[src/rtl/fetch_pc_unit_pkg.sv]
// Shared fetch-stage types and defaults for the PC unit, BTB and ID.
// State encodings, reset PC and the bubble instruction live here.
package fetch_pc_unit_pkg;

  localparam int PC_W_DEF   = 16;
  localparam int INST_W_DEF = 16;

  localparam logic [15:0] RESET_PC_DEF = 16'h0000;
  localparam logic [15:0] NOP_INST_DEF = 16'h0800;

  typedef enum logic [1:0] {
    S_FETCH = 2'd0,
    S_HOLD  = 2'd1,
    S_DRAIN = 2'd2
  } fetchState_e;

endpackage

[src/rtl/fetch_pc_unit_ifid.sv]
// IF/ID pipeline register: flush beats load, otherwise hold.
// Flush only bubbles valid/inst; pc and pred_pc keep their last values.
module if_id_reg
  import fetch_pc_unit_pkg::*;
#(
  parameter int PC_W = PC_W_DEF,
  parameter int INST_W = INST_W_DEF,
  parameter logic [INST_W-1:0] NOP_INST = INST_W'(NOP_INST_DEF)
) (
  input  logic              clk,
  input  logic              rst,
  input  logic              load,
  input  logic              flush,
  input  logic [PC_W-1:0]   inPc,
  input  logic [INST_W-1:0] inInst,
  input  logic [PC_W-1:0]   inPred,
  output logic              valid,
  output logic [PC_W-1:0]   pc,
  output logic [INST_W-1:0] inst,
  output logic [PC_W-1:0]   predPc
);

  always_ff @(posedge clk or negedge rst) begin
    if (!rst) begin
      valid  <= 1'b0;
      pc     <= '0;
      inst   <= NOP_INST;
      predPc <= '0;
    end else if (flush) begin
      valid <= 1'b0;
      inst  <= NOP_INST;
    end else if (load) begin
      valid  <= 1'b1;
      pc     <= inPc;
      inst   <= inInst;
      predPc <= inPred;
    end
  end

endmodule

[src/rtl/fetch_pc_unit.sv]
// Fetch stage: PC register, SRAM request FSM, hold buffer, IF/ID fill.
// Define FETCH_PERF_CNT_EN to add redirect / memory-wait counters.
module fetch_pc_unit
  import fetch_pc_unit_pkg::*;
#(
  parameter int PC_W = PC_W_DEF,
  parameter int INST_W = INST_W_DEF,
  parameter logic [PC_W-1:0] RESET_PC = PC_W'(RESET_PC_DEF),
  parameter logic [INST_W-1:0] NOP_INST = INST_W'(NOP_INST_DEF)
) (
  input  logic              clk,
  input  logic              rst,
  output logic [PC_W-1:0]   cur_pc,
  input  logic [PC_W-1:0]   pred_pc,
  input  logic              redirect,
  input  logic [PC_W-1:0]   redirect_pc,
  input  logic              stall,
  output logic              imem_req,
  output logic [PC_W-1:0]   imem_addr,
  input  logic              imem_ready,
  input  logic [INST_W-1:0] imem_rdata,
  output logic              if_id_valid,
  output logic [PC_W-1:0]   if_id_pc,
  output logic [INST_W-1:0] if_id_inst,
  output logic [PC_W-1:0]   if_id_pred_pc
`ifdef FETCH_PERF_CNT_EN
  ,
  output logic [15:0]       perf_redirect_cnt,
  output logic [15:0]       perf_memwait_cnt
`endif
);

  fetchState_e       state;
  logic [PC_W-1:0]   pc;
  logic [INST_W-1:0] bufInst;
  logic [PC_W-1:0]   bufPred;
  logic [PC_W-1:0]   redirPc;

  logic              ifLoad;
  logic              ifFlush;
  logic [INST_W-1:0] ldInst;
  logic [PC_W-1:0]   ldPred;

  assign cur_pc    = pc;
  assign imem_addr = pc;
  assign imem_req  = rst && (state != S_HOLD);

  always_comb begin
    ifLoad  = 1'b0;
    ifFlush = 1'b0;
    ldInst  = imem_rdata;
    ldPred  = pred_pc;
    unique case (state)
      S_FETCH: begin
        if (redirect)
          ifFlush = 1'b1;
        else if (imem_ready && !stall)
          ifLoad = 1'b1;
        else if (!imem_ready && !stall)
          ifFlush = 1'b1;
      end
      S_HOLD: begin
        if (redirect) begin
          ifFlush = 1'b1;
        end else if (!stall) begin
          ifLoad = 1'b1;
          ldInst = bufInst;
          ldPred = bufPred;
        end
      end
      default: ifFlush = 1'b1;
    endcase
  end

  always_ff @(posedge clk or negedge rst) begin
    if (!rst) begin
      state   <= S_FETCH;
      pc      <= RESET_PC;
      bufInst <= '0;
      bufPred <= '0;
      redirPc <= '0;
    end else begin
      unique case (state)
        S_FETCH: begin
          if (redirect) begin
            if (imem_ready) begin
              pc <= redirect_pc;
            end else begin
              redirPc <= redirect_pc;
              state   <= S_DRAIN;
            end
          end else if (imem_ready) begin
            if (stall) begin
              bufInst <= imem_rdata;
              bufPred <= pred_pc;
              state   <= S_HOLD;
            end else begin
              pc <= pred_pc;
            end
          end
        end
        S_HOLD: begin
          if (redirect) begin
            pc    <= redirect_pc;
            state <= S_FETCH;
          end else if (!stall) begin
            pc    <= bufPred;
            state <= S_FETCH;
          end
        end
        S_DRAIN: begin
          // The old request must complete; its data is always dropped.
          if (imem_ready) begin
            pc    <= redirect ? redirect_pc : redirPc;
            state <= S_FETCH;
          end else if (redirect) begin
            redirPc <= redirect_pc;
          end
        end
        default: state <= S_FETCH;
      endcase
    end
  end

  if_id_reg #(
    .PC_W    (PC_W),
    .INST_W  (INST_W),
    .NOP_INST(NOP_INST)
  ) u_if_id (
    .clk   (clk),
    .rst   (rst),
    .load  (ifLoad),
    .flush (ifFlush),
    .inPc  (pc),
    .inInst(ldInst),
    .inPred(ldPred),
    .valid (if_id_valid),
    .pc    (if_id_pc),
    .inst  (if_id_inst),
    .predPc(if_id_pred_pc)
  );

`ifdef FETCH_PERF_CNT_EN
  always_ff @(posedge clk or negedge rst) begin
    if (!rst) begin
      perf_redirect_cnt <= '0;
      perf_memwait_cnt  <= '0;
    end else begin
      if (redirect && perf_redirect_cnt != 16'hFFFF)
        perf_redirect_cnt <= perf_redirect_cnt + 16'd1;
      if (imem_req && !imem_ready && perf_memwait_cnt != 16'hFFFF)
        perf_memwait_cnt <= perf_memwait_cnt + 16'd1;
    end
  end
`endif

endmodule

[config.mk]
export PLATFORM = sky130hd
export DESIGN_NAME = fetch_pc_unit
export DESIGN_NICKNAME = d
export VERILOG_FILES = /design/src/rtl/fetch_pc_unit_pkg.sv /design/src/rtl/fetch_pc_unit_ifid.sv /design/src/rtl/fetch_pc_unit.sv
export SDC_FILE = /design/constraint.sdc
export NUM_CORES = 1
export LEC_CHECK = 0
export CELL_PAD_IN_SITES_DETAIL_PLACEMENT = 0
export CELL_PAD_IN_SITES_GLOBAL_PLACEMENT = 1
export CORE_ASPECT_RATIO = 1.75
export CORE_UTILIZATION = 39
export DETAILED_ROUTE_END_ITERATION = 10
export PLACE_DENSITY_LB_ADDON = 0.1
export SYNTH_ARGS = -nofsm -noshare
export SYNTH_HDL_FRONTEND = slang
export SYNTH_SLANG_ARGS = --single-unit
[constraint.sdc]
create_clock -name clk -period 2.7 [get_ports clk]
set_input_delay 0.675 -clock clk [delete_from_list [all_inputs] [get_ports clk]]
set_output_delay 0.675 -clock clk [all_outputs]
set_load 0.02 [all_outputs]
### Yosys cells after proc, flatten, opt, wreduce, memory -nomap -nowiden

Index checks and enable logic that the tools add are counted.

| storage, ports and cells | value |
|---|---|
| register bits | 115 |
| input port bits | 53 |

| cells by class | value |
|---|---|
| equal/unequal tests | 13 |
| mux-type cells | 41 |
| bitwise logic cells | 2 |
| reductions and logical operators | 14 |

Operators with widths:

| cell | count |
|---|---|
| 2-to-1 mux 16 bit | 19 |
| one-hot mux 16 bit (3 select lines) | 1 |
| one-hot mux 16 bit (2 select lines) | 1 |
| != test 3 bit, second input constant | 5 |
| 2-to-1 mux 2 bit | 7 |
| 2-to-1 mux 1 bit | 10 |
| != test 2 bit, second input constant | 5 |
| AND reduction 5 bit | 2 |
| one-hot mux 2 bit (3 select lines) | 1 |
| one-hot mux 1 bit (2 select lines) | 2 |
| AND reduction 4 bit | 1 |
| nonzero test 2 bit | 2 |
| logical AND 1 bit | 3 |
| AND reduction 3 bit | 1 |
| nonzero test 3 bit | 1 |
| == test 2 x 1 -> 1 bit, second input constant | 1 |
| == test 2 bit, second input constant | 1 |
| zero test 1 bit | 2 |
| zero test 2 bit | 1 |
| != test 2 x 1 -> 1 bit, second input constant | 1 |
| NOT 1 bit | 2 |
| AND reduction 2 bit | 1 |

### Depth between registers and ports, before layout

| logic depth | value |
|---|---|
| depth in word-level cells | 8 |
| gate-level depth with buffers | 9 |
| gate-level depth less buffers | 6 |

### Cells and area by module

Synthesis repeated with hierarchy kept, for this count alone.

| second synthesis, totals | value |
|---|---|
| cells, all modules | 474 |
| area, all modules | 5993.2 um^2 |

Modules (own cells, without submodules):

| module | instances | cells an instance | area an instance (um^2) |
|---|---|---|---|
| fetch_pc_unit | 1 | 350 | 3951.3 |
| if_id_reg | 1 | 124 | 2042.0 |

### Worst setup path after synthesis

Ideal clock, no wire load.

| path | value |
|---|---|
| path kind | input to register |
| start point | input port redirect |
| end point | register redirPc[0] |
| arrival | 1.821 ns |
| required time | 2.575 ns |
| setup slack | 0.754 ns |
| stages | 5 |
| path buffers | 3 |
| cells stage by stage | buf_2 buf_2 o21bai_2 buf_4 mux2_2 |

| on the way | value |
|---|---|
| longest elaborated chain between the ends | 3 |

RTL lines:

| element | line | source |
|---|---|---|
| start, declared | fetch_pc_unit.sv:15 | `input logic redirect,` |
| 2-to-1 mux 16 bit (2 in series) | -- |  |
| one-hot mux 16 bit (2 select lines) | -- |  |
| end signal, assigned | fetch_pc_unit.sv:89 | `redirPc <= redirect_pc;` |
| end signal, assigned | fetch_pc_unit.sv:117 | `redirPc <= redirect_pc;` |
| end, declared | fetch_pc_unit.sv:37 | `logic [PC_W-1:0] redirPc;` |

Parallel ways exist; a longest one is shown, timed or not. The select of a mux whose other input is x is not followed.
A chain may end at the register's enable or synchronous reset.

### Worst setup path after layout

| path | value |
|---|---|
| start point | register state[1] |
| end point | output port imem_req |

| on the way | value |
|---|---|
| longest elaborated chain between the ends | 2 |

RTL lines:

| element | line | source |
|---|---|---|
| start, declared | fetch_pc_unit.sv:33 | `fetchState_e state;` |
| start signal, assigned | fetch_pc_unit.sv:77 | `state <= S_FETCH;` |
| start signal, assigned | fetch_pc_unit.sv:90 | `state <= S_DRAIN;` |
| start signal, assigned | fetch_pc_unit.sv:96 | `state <= S_HOLD;` |
| != test 2 x 1 -> 1 bit | fetch_pc_unit.sv:46 | `assign imem_req = rst && (state != S_HOLD);` |
| logical AND 1 bit | fetch_pc_unit.sv:46 |  |
| end, declared | fetch_pc_unit.sv:18 | `output logic imem_req,` |

Every way passes these cells.

==> flow_summary.yaml <==
route:
  wl_per_cell_um: 16.4
  vias: 4119
  ant_nets: 0
  drc: 0
  wl_um: 13500
  dr.pass1.iters: 4
  vias_per_cell: 5.00
  first_iter_violations: 115
grt:
  grt_max_degree: 116
  antenna_found_initial: 0
  track_usage_pct: 19.3
  grt-ovfl-total: 0
  first_global_vias: 4158
  grt_pass1_wl_um: 22400
synth:
  synth_compound_area_share_pct: 9.56
  synth_area_um2: 5720
  synthCells: 517
  synth_area_leaders: "dfrtp_1, mux2_2, mux2i_1, nor2b_1, o21ai_0"
  postSynthAreaPerCell_um2: 11.1
  synth-edff-count: 0
  synth_common_cells: "dfrtp_1, o21ai_0, mux2_2, nor2b_1, mux2i_1"
  synthMostInstantiatedCell: "dfrtp_1"
  ys_types: 34
  synthMuxAreaShare_pct: 19.4
  synth_ff_type: "dfrtp_1"
  synthSimpleGateAreaFrac_pct: 14.2
  synth_top_family_by_area: "multiplexers"
  synth_warnings: 0
  synth.top_cell.area_share_pct: 49.9
  ys_seq_area_share_pct: 50.4
  syn_nets: 574
  yosys.area.top_type: "dfrtp_1"
  synthXorXnorAreaFrac_pct: 0
  async_flop_share_pct: 100
  ys_ff_latch: 115
  synthAdderAreaFrac_pct: 0.875
setup_path:
  r2r_slack_ns: 0.48
  cp-start-kind: "flip-flop"
  r2r-start: "state[0]$_DFFE_PN0P_"
  max_stage_delay_ns: 0.60
  crit_required_ns: 2.03
  crit_chain: "inv_1, ha_2, nor2b_1, clkdlybuf4s50_1"
  critPathKind: "reg2out"
  slowest_stage: "clkdlybuf4s50_1"
  critPathMaxFanout: 6
  critPathArrivalTime_ns: 1.86
  cp-end-kind: "primary output"
  cp-startpoint: "state[1]$_DFFE_PN0P_"
  worstReg2RegEnd: "redirPc[11]$_DFFE_PN0P_"
  endpoint: "imem_req"
  worstRegToRegCells: 5
sta:
  finalSetupViolCount: 0
  clock.fmax_mhz: 394
  fin_crit_sh_pct: 93.9
  final-max-slew-violation-count: 0
  worst_clock_skew_ns: 0.00940
  tightest_slew_ns: 1.04
  hold_viol: 0
  rsz0062_at_grt: "false"
  worst_slack_ns: 0.164
  max-slew-margin-rel_pct: 30.4
  fin_setup_tns_ns: 0
  period_minus_slack_ns: 2.54
clock_tree:
  clkSinkCount: 115
  cts_made_buffers: 17
  clock_latency_ns: 0.41
  h-tree-depth: 4
  cts_tree: "done"
  clk_pin_slew_worst_paths_ns: 0.06
  cts.path.max_buffers: 2
  cts_hold_buf: 0
  cts_root_buf: "clkbuf_16"
floorplan:
  core_um2: 14400
  die_width_um: 93.5
  die_area_um2: 15200
  initial_utilization_pct: 39.8
  io_pins: 135
  die_y_um: 162
  num_rows: 58
power:
  p_comb_share_pct: 41.8
  power_frac_clock_pct: 25.4
  max-vdd-ir-drop_uv: 484
  p_leak_nw: 3.22
  p_sw_share_pct: 34.6
  p_sw_mw: 3.13
  seq_power_share_pct: 32.8
  p_per_area_nw_per_um2: 1170
  p_int_mw: 5.90
cells_and_area:
  areaGrowthSynthToFinish_pct: 35.1
  register_area_um2: 2880
  fin_nets: 687
  drive_gt1_share_pct: 18.0
  multi_input_area_um2: 2530
  fill_cells: 1296
  finalNonFillerCells: 823
  antenna_cells: 0
placement:
  place_inst: 791
  place_ws_ns: 0.174
  numPortBuffers: 134
  dpl.hpwl_um: 9310
  gp_congestion: 0.729
hold_path:
  hold_path.class: "in2async"
job:
  maxCapViolations: 0
status:
  status: "finished clean"
==> metrics by stage <==
| stage | hold slack, ns | power (mW) | instance area (um^2) | util [%] |
|---|---|---|---|---|
| CTS | 0.411 | 9.15 | 7720 | 53.8 |
| global placement | 0.472 | 6.72 | 7120 | 49.5 |
| detailed placement | 0.477 | 6.81 | 7120 | 49.5 |
| floorplan | 0.379 | 5.41 | 5720 | - |
| global route | 0.363 | 9.59 | 7730 | 53.8 |
| finish | 0.323 | 9.03 | 7730 | 53.8 |
==> area by class of cell <==
cell class | instances | share of cell area [%]
Tap cell | 180 | 2.91
Timing Repair Buffer | 146 | 19.1
Multi-Input combinational cell | 347 | 32.7
Sequential cell | 115 | 37.3
Clock buffer | 17 | 5.51
Inverter | 3 | 0.146
Clock inverter | 15 | 2.36
==> layout by cell type (no fill, tap or decap), types with 2 or more instances in the layout <==
master,n
a22o_1,18
buf_4,9
inv_1,3
buf_12,4
nand2b_1,2
mux2i_1,33
bufinv_16,3
nand2_1,31
clkinv_4,4
o21ai_1,11
nor2b_1,50
nor2_1,19
and2_1,16
o21ai_0,54
nand3_1,16
mux2_2,52
clkinvlp_4,4
inv_6,2
clkbuf_16,17
clkdlybuf4s50_1,132
nor3_1,16
dfrtp_1,114
ha_1,3
clkinv_2,2
mux2_4,12
==> power by group through the flow <==
stage / Combinational, mW / Sequential [mW] / Clock (mW)
after global routing: 4.10 / 3.07 / 2.43
after detailed placement: 3.82 / 2.99 / 0
after CTS: 3.83 / 2.97 / 2.35
after floorplan: 2.10 / 3.31 / 0
final: 3.77 / 2.96 / 2.30
after global placement: 3.77 / 2.95 / 0
==> worst max-delay path: cells and delay by family, from the launching register on <==
family	cells	cell delay, ns
buffers and inverters	2	0.69
adder cells (fa/ha/maj)	1	0.24
flip-flops	1	0.39
AND/OR/NAND/NOR	1	0.12
==> worst min-delay path by stage <==
stage	endpoint	slack (ns)	cells past startpoint
after detailed placement	u_if_id.inst[6]$_DFFE_PN0P_	0.48	2
after global routing	u_if_id.pc[8]$_DFFE_PN0P_	0.36	2
after CTS	u_if_id.pc[8]$_DFFE_PN0P_	0.41	2
after global placement	u_if_id.inst[5]$_DFFE_PN0P_	0.47	2
final	u_if_id.pc[8]$_DFFE_PN0P_	0.32	2
after floorplan	bufInst[0]$_DFFE_PN0P_	0.38	0
==> cell families (layout without fill, tap and decap cells) <==
family | after synthesis | count (layout)
adder cells (fa/ha/maj) | 4 | 4
buffers and inverters | 55 | 181
AO/OA/AOI/OAI | 90 | 90
flip-flops | 115 | 115
AND/OR/NAND/NOR | 155 | 155
multiplexers | 98 | 98
==> sequential cells by signal (all words and copies together), names as in the netlist <==
name            cells
bufInst            16
redirPc            16
cur_pc             16
state               2
u_if_id.valid       1
u_if_id.predPc     16
bufPred            16
u_if_id.inst       16
u_if_id.pc         16
==> per-layer routing <==
metal / GRT usage (%) / wire (um) / share of wire, % / vias to the layer above
li1: - / - / - / 2014
met3: 5.34 / 689 / 5.1 / 8
met5: 0 / 0 / 0 / -
met1: 24.5 / 5930 / 44 / 1982
met4: 5.87 / 136 / 1.0 / 0
met2: 31.7 / 6740 / 50 / 115
==> timing repair <==
item	CTS	global route
resized for setup	0	1
buffers inserted	0	0
setup endpoints to repair	0	1
Power figures use the tool's default switching activity.
